<file path="config.mk">
export PLATFORM = sky130hd
export DESIGN_NAME = booth_seq_mult
export DESIGN_NICKNAME = d
export VERILOG_FILES = /design/src/rtl/booth_pkg.sv /design/src/rtl/booth_pp_gen.sv /design/src/rtl/booth_seq_mult.sv
export SDC_FILE = /design/constraint.sdc
export NUM_CORES = 1
export LEC_CHECK = 0
export CORE_MARGIN = 5
export CORE_UTILIZATION = 45
export DETAILED_ROUTE_END_ITERATION = 10
export HOLD_SLACK_MARGIN = 0.05
export PLACE_DENSITY_LB_ADDON = 0.25
export SLEW_MARGIN = 0
export SYNTH_ARGS = -nofsm -noshare
export SYNTH_HDL_FRONTEND = slang
export SYNTH_SLANG_ARGS = --single-unit
</file>
<file path="constraint.sdc">
create_clock -name clk -period 5.7 [get_ports clk]
set_clock_uncertainty 0.05 [all_clocks]
set_input_delay 0.57 -clock clk [delete_from_list [all_inputs] [get_ports clk]]
set_output_delay 0.57 -clock clk [all_outputs]
set_load 0.03 [all_outputs]
</file>
<file path="src/rtl/booth_pkg.sv">
// -----------------------------------------------------------------------------
// booth_pkg
// Shared definitions for the sequential radix-4 Booth multiplier:
//   - state_t      : controller states IDLE / RUN / DONE
//   - SDN_*        : bit positions of {single, double, negate} in the sdn word
//   - booth_encode : maps one overlapping multiplier triplet to its sdn word
// -----------------------------------------------------------------------------
package booth_pkg;

    typedef enum logic [1:0] {
        IDLE = 2'd0,
        RUN  = 2'd1,
        DONE = 2'd2
    } state_t;

    localparam int SDN_SINGLE = 2;
    localparam int SDN_DOUBLE = 1;
    localparam int SDN_NEG    = 0;

    // Triplet t = {x[2i+1], x[2i], x[2i-1]}.
    // Triplet 3'b111 encodes as negate-only; the partial-product generator
    // turns that into -0 = 0, so it contributes nothing.
    function automatic logic [2:0] booth_encode(input logic [2:0] t);
        logic [2:0] s;
        s             = 3'b000;
        s[SDN_SINGLE] = t[0] ^ t[1];
        s[SDN_DOUBLE] = (t[2] & ~t[1] & ~t[0]) | (~t[2] & t[1] & t[0]);
        s[SDN_NEG]    = t[2];
        return s;
    endfunction

endpackage

</file>
<file path="src/rtl/booth_pp_gen.sv">
// -----------------------------------------------------------------------------
// booth_pp_gen
// Combinational radix-4 Booth partial-product generator.
//   i_sdn [2:0]         : {single, double, negate} selection
//   i_y   [WIDTH-1:0]   : signed multiplicand
//   o_pp  [2*WIDTH-1:0] : sign-extended, optionally doubled/negated y
// -----------------------------------------------------------------------------
module booth_pp_gen
    import booth_pkg::*;
#(
    parameter int WIDTH = 8
) (
    input  logic [2:0]         i_sdn,
    input  logic [WIDTH-1:0]   i_y,
    output logic [2*WIDTH-1:0] o_pp
);

    logic [2*WIDTH-1:0] w_y_ext;
    logic [2*WIDTH-1:0] w_mag;

    // Select magnitude; sign-extend before doubling so y = -2^(WIDTH-1) doubles exactly
    always_comb begin
        w_y_ext = {{WIDTH{i_y[WIDTH-1]}}, i_y};
        w_mag   = {(2*WIDTH){1'b0}};
        if (i_sdn[SDN_SINGLE]) begin
            w_mag = w_y_ext;
        end else if (i_sdn[SDN_DOUBLE]) begin
            w_mag = w_y_ext << 1;
        end else begin
            w_mag = {(2*WIDTH){1'b0}};
        end
    end

    // Apply negation in 2*WIDTH two's complement
    always_comb begin
        o_pp = w_mag;
        if (i_sdn[SDN_NEG]) begin
            o_pp = {(2*WIDTH){1'b0}} - w_mag;
        end else begin
            o_pp = w_mag;
        end
    end

endmodule

</file>
<file path="src/rtl/booth_seq_mult.sv">
// -----------------------------------------------------------------------------
// booth_seq_mult
// Sequential radix-4 Booth multiplier: one triplet of x per clock, a single
// shared partial-product generator, 2*WIDTH signed accumulator.
//   clk, rst_n            : clock, asynchronous active-low reset
//   clr                   : synchronous abort back to IDLE
//   in_valid/in_ready,x,y : operand handshake (in_ready high only in IDLE)
//   out_valid/out_ready   : product handshake (out_valid high only in DONE)
//   product [2*WIDTH-1:0] : signed x*y, stable while in DONE
//   busy                  : high in RUN or DONE
//   sdn [2:0]             : {single,double,negate} of triplet used this RUN cycle
// -----------------------------------------------------------------------------
module booth_seq_mult
    import booth_pkg::*;
#(
    parameter int WIDTH = 8
) (
    input  logic                 clk,
    input  logic                 rst_n,
    input  logic                 clr,
    input  logic                 in_valid,
    output logic                 in_ready,
    input  logic [WIDTH-1:0]     x,
    input  logic [WIDTH-1:0]     y,
    output logic                 out_valid,
    input  logic                 out_ready,
    output logic [2*WIDTH-1:0]   product,
    output logic                 busy,
    output logic [2:0]           sdn
);

    localparam int            N    = WIDTH / 2;
    localparam int            CW   = (N > 1) ? $clog2(N) : 1;
    localparam logic [CW-1:0] LAST = CW'(N - 1);

    state_t               r_state;
    state_t               w_state_next;
    logic [WIDTH-1:0]     r_x;
    logic [WIDTH-1:0]     r_y;
    logic [CW-1:0]        r_i;
    logic [2*WIDTH-1:0]   r_acc;
    logic [2:0]           r_sdn;

    logic                 w_accept;
    logic                 w_last;
    logic [CW-1:0]        w_i_next;
    logic [WIDTH:0]       w_x_ext;
    logic [2:0]           w_sdn_next;
    logic [2*WIDTH-1:0]   w_pp;
    logic [2*WIDTH-1:0]   w_pp_shift;

    assign w_accept = (r_state == IDLE) && in_valid && !clr;
    assign w_last   = (r_i == LAST);
    assign w_i_next = r_i + CW'(1);
    // x[-1] = 0 is appended below the LSB so triplet i starts at bit 2i
    assign w_x_ext  = {r_x, 1'b0};

    // Encode the triplet for the following iteration so sdn is a register
    always_comb begin
        w_sdn_next = booth_encode(w_x_ext[{w_i_next, 1'b0} +: 3]);
    end

    booth_pp_gen #(
        .WIDTH (WIDTH)
    ) u_pp_gen (
        .i_sdn (r_sdn),
        .i_y   (r_y),
        .o_pp  (w_pp)
    );

    assign w_pp_shift = w_pp << {r_i, 1'b0};

    // Controller state register
    always_ff @(posedge clk or negedge rst_n) begin
        if (!rst_n) begin
            r_state <= IDLE;
        end else begin
            r_state <= w_state_next;
        end
    end

    // Next-state logic; clr has priority over every transition
    always_comb begin
        w_state_next = r_state;
        if (clr) begin
            w_state_next = IDLE;
        end else begin
            case (r_state)
                IDLE:    w_state_next = in_valid  ? RUN  : IDLE;
                RUN:     w_state_next = w_last    ? DONE : RUN;
                DONE:    w_state_next = out_ready ? IDLE : DONE;
                default: w_state_next = IDLE;
            endcase
        end
    end

    // Operand capture, iteration counter, sdn register and accumulator
    always_ff @(posedge clk or negedge rst_n) begin
        if (!rst_n) begin
            r_x   <= {WIDTH{1'b0}};
            r_y   <= {WIDTH{1'b0}};
            r_i   <= {CW{1'b0}};
            r_acc <= {(2*WIDTH){1'b0}};
            r_sdn <= 3'b000;
        end else if (clr) begin
            r_i   <= {CW{1'b0}};
            r_acc <= {(2*WIDTH){1'b0}};
            r_sdn <= 3'b000;
        end else if (w_accept) begin
            r_x   <= x;
            r_y   <= y;
            r_i   <= {CW{1'b0}};
            r_acc <= {(2*WIDTH){1'b0}};
            r_sdn <= booth_encode({x[1], x[0], 1'b0});
        end else if (r_state == RUN) begin
            // Carry out of the MSB is dropped by the 2*WIDTH-bit add
            r_acc <= r_acc + w_pp_shift;
            r_i   <= w_last ? {CW{1'b0}} : w_i_next;
            r_sdn <= w_last ? 3'b000 : w_sdn_next;
        end
    end

    assign in_ready  = (r_state == IDLE);
    assign out_valid = (r_state == DONE);
    assign busy      = (r_state != IDLE);
    assign product   = r_acc;
    assign sdn       = r_sdn;

endmodule
</file>
==> impl_metrics.toml <==
[clock_tree]
postCtsResizedCells = 0
htreeDepth = 2
cts_root_buf = "clkbuf_8"
clk_path_buf_depth = 2
cts_sinks = 39
clk_transition_reported_paths_ns = 0.08
cts_tree = "built"
post_cts_buffers = 0
cts_made_buffers = 5
hold_buffers = 0
clk_latency_ns = 0.30

[cells_and_area]
final_core_util_pct = 55.2
final_area_um2 = 3540
nets = 418
antenna_cells = 0
layout-drive-gt1-share_pct = 8.99
instances_no_fill = 455
area_delta_synth_final_pct = 17.9

[job]
cap_violations = 0

[worst_setup_path]
cp_data_arrival_time_ns = 4.76
r2r_setup_slack_ns = 1.11
crit_family = "compound AO/OA/AOI/OAI gates"
crit_slowest_cell = "dfrtp_1"
cp_common_cell = "ha_1"
cp_num_buf_inv = 0
critPathKind = "flip-flop to flip-flop"
r2r_cells = 16
crit_fanout = 19
reg2reg_from = "sdn[2]"
path_cells = "nor2b_4, a22oi_1, ha_1, o221ai_1, o31ai_1, nor3_1, a311oi_1, nand2_1, mux2i_1, ha_1, a2111oi_0, a21bo_2, a211oi_1, o21ai_0, or4b_1, o211ai_1"
r2r_end = "product[15]"
cpPeakStageDelay_ns = 0.71
required_ns = 5.87
startpoint_type = "flip-flop"
end_kind = "flip-flop"

[die]
floorplan.rows = 29
die_y_um = 91.7
dieArea_um2 = 8420
core_area_um2 = 6420
die_w_um = 91.7
ios = 43
initial_utilization_pct = 46.8

[logic_synthesis]
ys.warnings.count = 0
synth_area_um2 = 3010
yosysUniqueCellTypes = 56
synthCells = 345
synthArstFlopShare_pct = 100
ys.flop_type = "dfrtp_1"
yosysSeqAreaShare_pct = 32.5
synth-edff-count = 0
avgSynthCellArea_um2 = 8.71
synth_seq_cells = 39
mappedNetlistNets = 386

[global_route]
grt_overflow = 0
grt.total_usage_pct = 16.8
grt_pass1_wl_um = 11700
first_global_vias = 2534
antenna_found_initial = 0
grt_max_degree = 40

[routing]
ant_nets = 0
num_vias = 2644
dr.pass1.iters = 4
vias_per_cell = 5.81
routed_wl_um = 6900
route.detailed.drc = 0
drt-wirelength-per-cell_um = 15.2
drt_iter0_drc = 194

[placed_design]
dp_cells = 447
place_area_um2 = 3450
place.port_buffers = 42
hpwl_um = 5070
place.gp.congestion = 0.866
pre_cts_ws_ns = 1.16

[timing]
slew-limit-headroom_pct = 41.0
setup_tns_ns = 0
setup_ws_ns = 1.11
timing.hold.ws_ns = 0.336
finalWorstPathRequiredPeriod_ns = 4.59
timing.final.crit_share_pct = 80.6
finalSetupViolCount = 0
rsz0062_at_grt = "no"
final_max_slew_viol_count = 0
final_hold_viol_count = 0
worst_slew_pin_slew_ns = 0.885
fmax_ghz = 0.218

[power]
total_power_mw = 0.992
powerDensity_nw_per_um2 = 280
p_seq_share_pct = 37.9
p_sw_mw = 0.399
power_frac_clock_pct = 20.0
internal_power_mw = 0.592
switching_share_pct = 40.2
leakagePower_nw = 1.51
ir_worst_vdd_mv = 0.167
pwr-share-comb_pct = 42.0

[min_path]
worst_hold_path_type = "primary input to async pin"

[run_status]
status = "completed"
## synthesized netlist by cell type, types with 2 or more instances
| library cell | number | share of area, % |
|---|---|---|
| a21oi_1 | 25 | 4.2 |
| buf_6 | 2 | 0.75 |
| buf_1 | 2 | 0.25 |
| dfrtp_1 | 39 | 32 |
| xnor2_1 | 12 | 3.5 |
| o22ai_1 | 3 | 0.62 |
| ha_1 | 19 | 7.9 |
| a21boi_0 | 2 | 0.50 |
| nand2b_1 | 6 | 1.2 |
| nor2b_1 | 7 | 1.5 |
| a32o_1 | 2 | 0.67 |
| a22o_1 | 5 | 1.5 |
| or3_1 | 2 | 0.42 |
| a31oi_1 | 2 | 0.42 |
| nand3_1 | 5 | 0.83 |
| mux2_2 | 15 | 5.6 |
| nor3b_1 | 2 | 0.50 |
| clkbuf_1 | 14 | 1.7 |
| o221ai_1 | 2 | 0.58 |
| a211oi_1 | 6 | 1.5 |
| mux2i_1 | 4 | 1.3 |
| nor2_1 | 27 | 3.4 |
| o31ai_1 | 2 | 0.50 |
| o211ai_1 | 5 | 1.2 |
| a22oi_1 | 11 | 2.7 |
| nand2_1 | 33 | 4.1 |
| o21ai_0 | 34 | 5.7 |
| nor3_1 | 9 | 1.5 |
| a211o_1 | 3 | 0.87 |
| a21o_1 | 2 | 0.50 |
| inv_1 | 11 | 1.4 |
| a311oi_1 | 2 | 0.58 |
| xor2_1 | 7 | 2.0 |
## metal layers
metal	GRT usage, %	routed length [um]	vias up
li1	-	-	1330
met1	21.5	3240	1232
met2	28.5	3290	73
met3	3.85	297	9
met4	4.58	64	0
met5	0	0	-
## kinds of logic after synthesis
kind of cell               synth area share [%]
AOI/OAI and AO/OA                          25.5
xor gates and xnor gates                   5.53
adders and majority gates                  8.57
buffers and inverters                      4.29
DFF                                        32.5
muxes                                      7.70
and+or+nand+nor                            16.0
## cell type report
cell class,instances,area (um^2)
Clock inverter,3,23.8
Inverter,11,41.3
Sequential cell,39,976
Tap cell,77,96.3
Multi-Input combinational cell,276,1910
Timing Repair Buffer,44,430
Clock buffer,5,68.8
Fill cell,599,2880
## state kept, by name, indices dropped and copies added (netlist names)
name / cells
product: 16
r_x: 8
r_y: 8
sdn: 3
r_i: 2
r_state: 2
## placed cells by master, fill, tap and decap left out, types with 3 or more instances in the layout
master / count
a211o_1: 3
a211oi_1: 6
a21oi_1: 25
a22o_1: 5
a22oi_1: 11
clkbuf_8: 5
clkdlybuf4s50_1: 41
dfrtp_1: 39
ha_1: 19
inv_1: 11
mux2_2: 15
mux2i_1: 4
nand2_1: 33
nand2b_1: 6
nand3_1: 5
nor2_1: 27
nor2b_1: 7
nor3_1: 9
o211ai_1: 5
o21ai_0: 34
o22ai_1: 3
xnor2_1: 12
xor2_1: 7
## power groups by stage
stage	registers, mW	logic [mW]	clock network [mW]
floorplan	0.374	0.311	0
global placement	0.378	0.413	0
global route	0.385	0.461	0.220
detailed placement	0.380	0.416	0
finish	0.376	0.417	0.199
CTS	0.375	0.418	0.209
## worst max path at each step
| stage | startpoint | to | slack, ns | depth (start not counted) |
|---|---|---|---|---|
| floorplan | sdn[2] | product[15] | 1.47 | 18 |
| global placement | sdn[2] | product[15] | 1.30 | 17 |
| detailed placement | sdn[2] | product[15] | 1.16 | 17 |
| CTS | sdn[2] | product[15] | 1.11 | 17 |
| global route | sdn[2] | product[15] | 0.64 | 16 |
| finish | sdn[2] | product[15] | 1.11 | 16 |
Power figures use the tool's default switching activity.
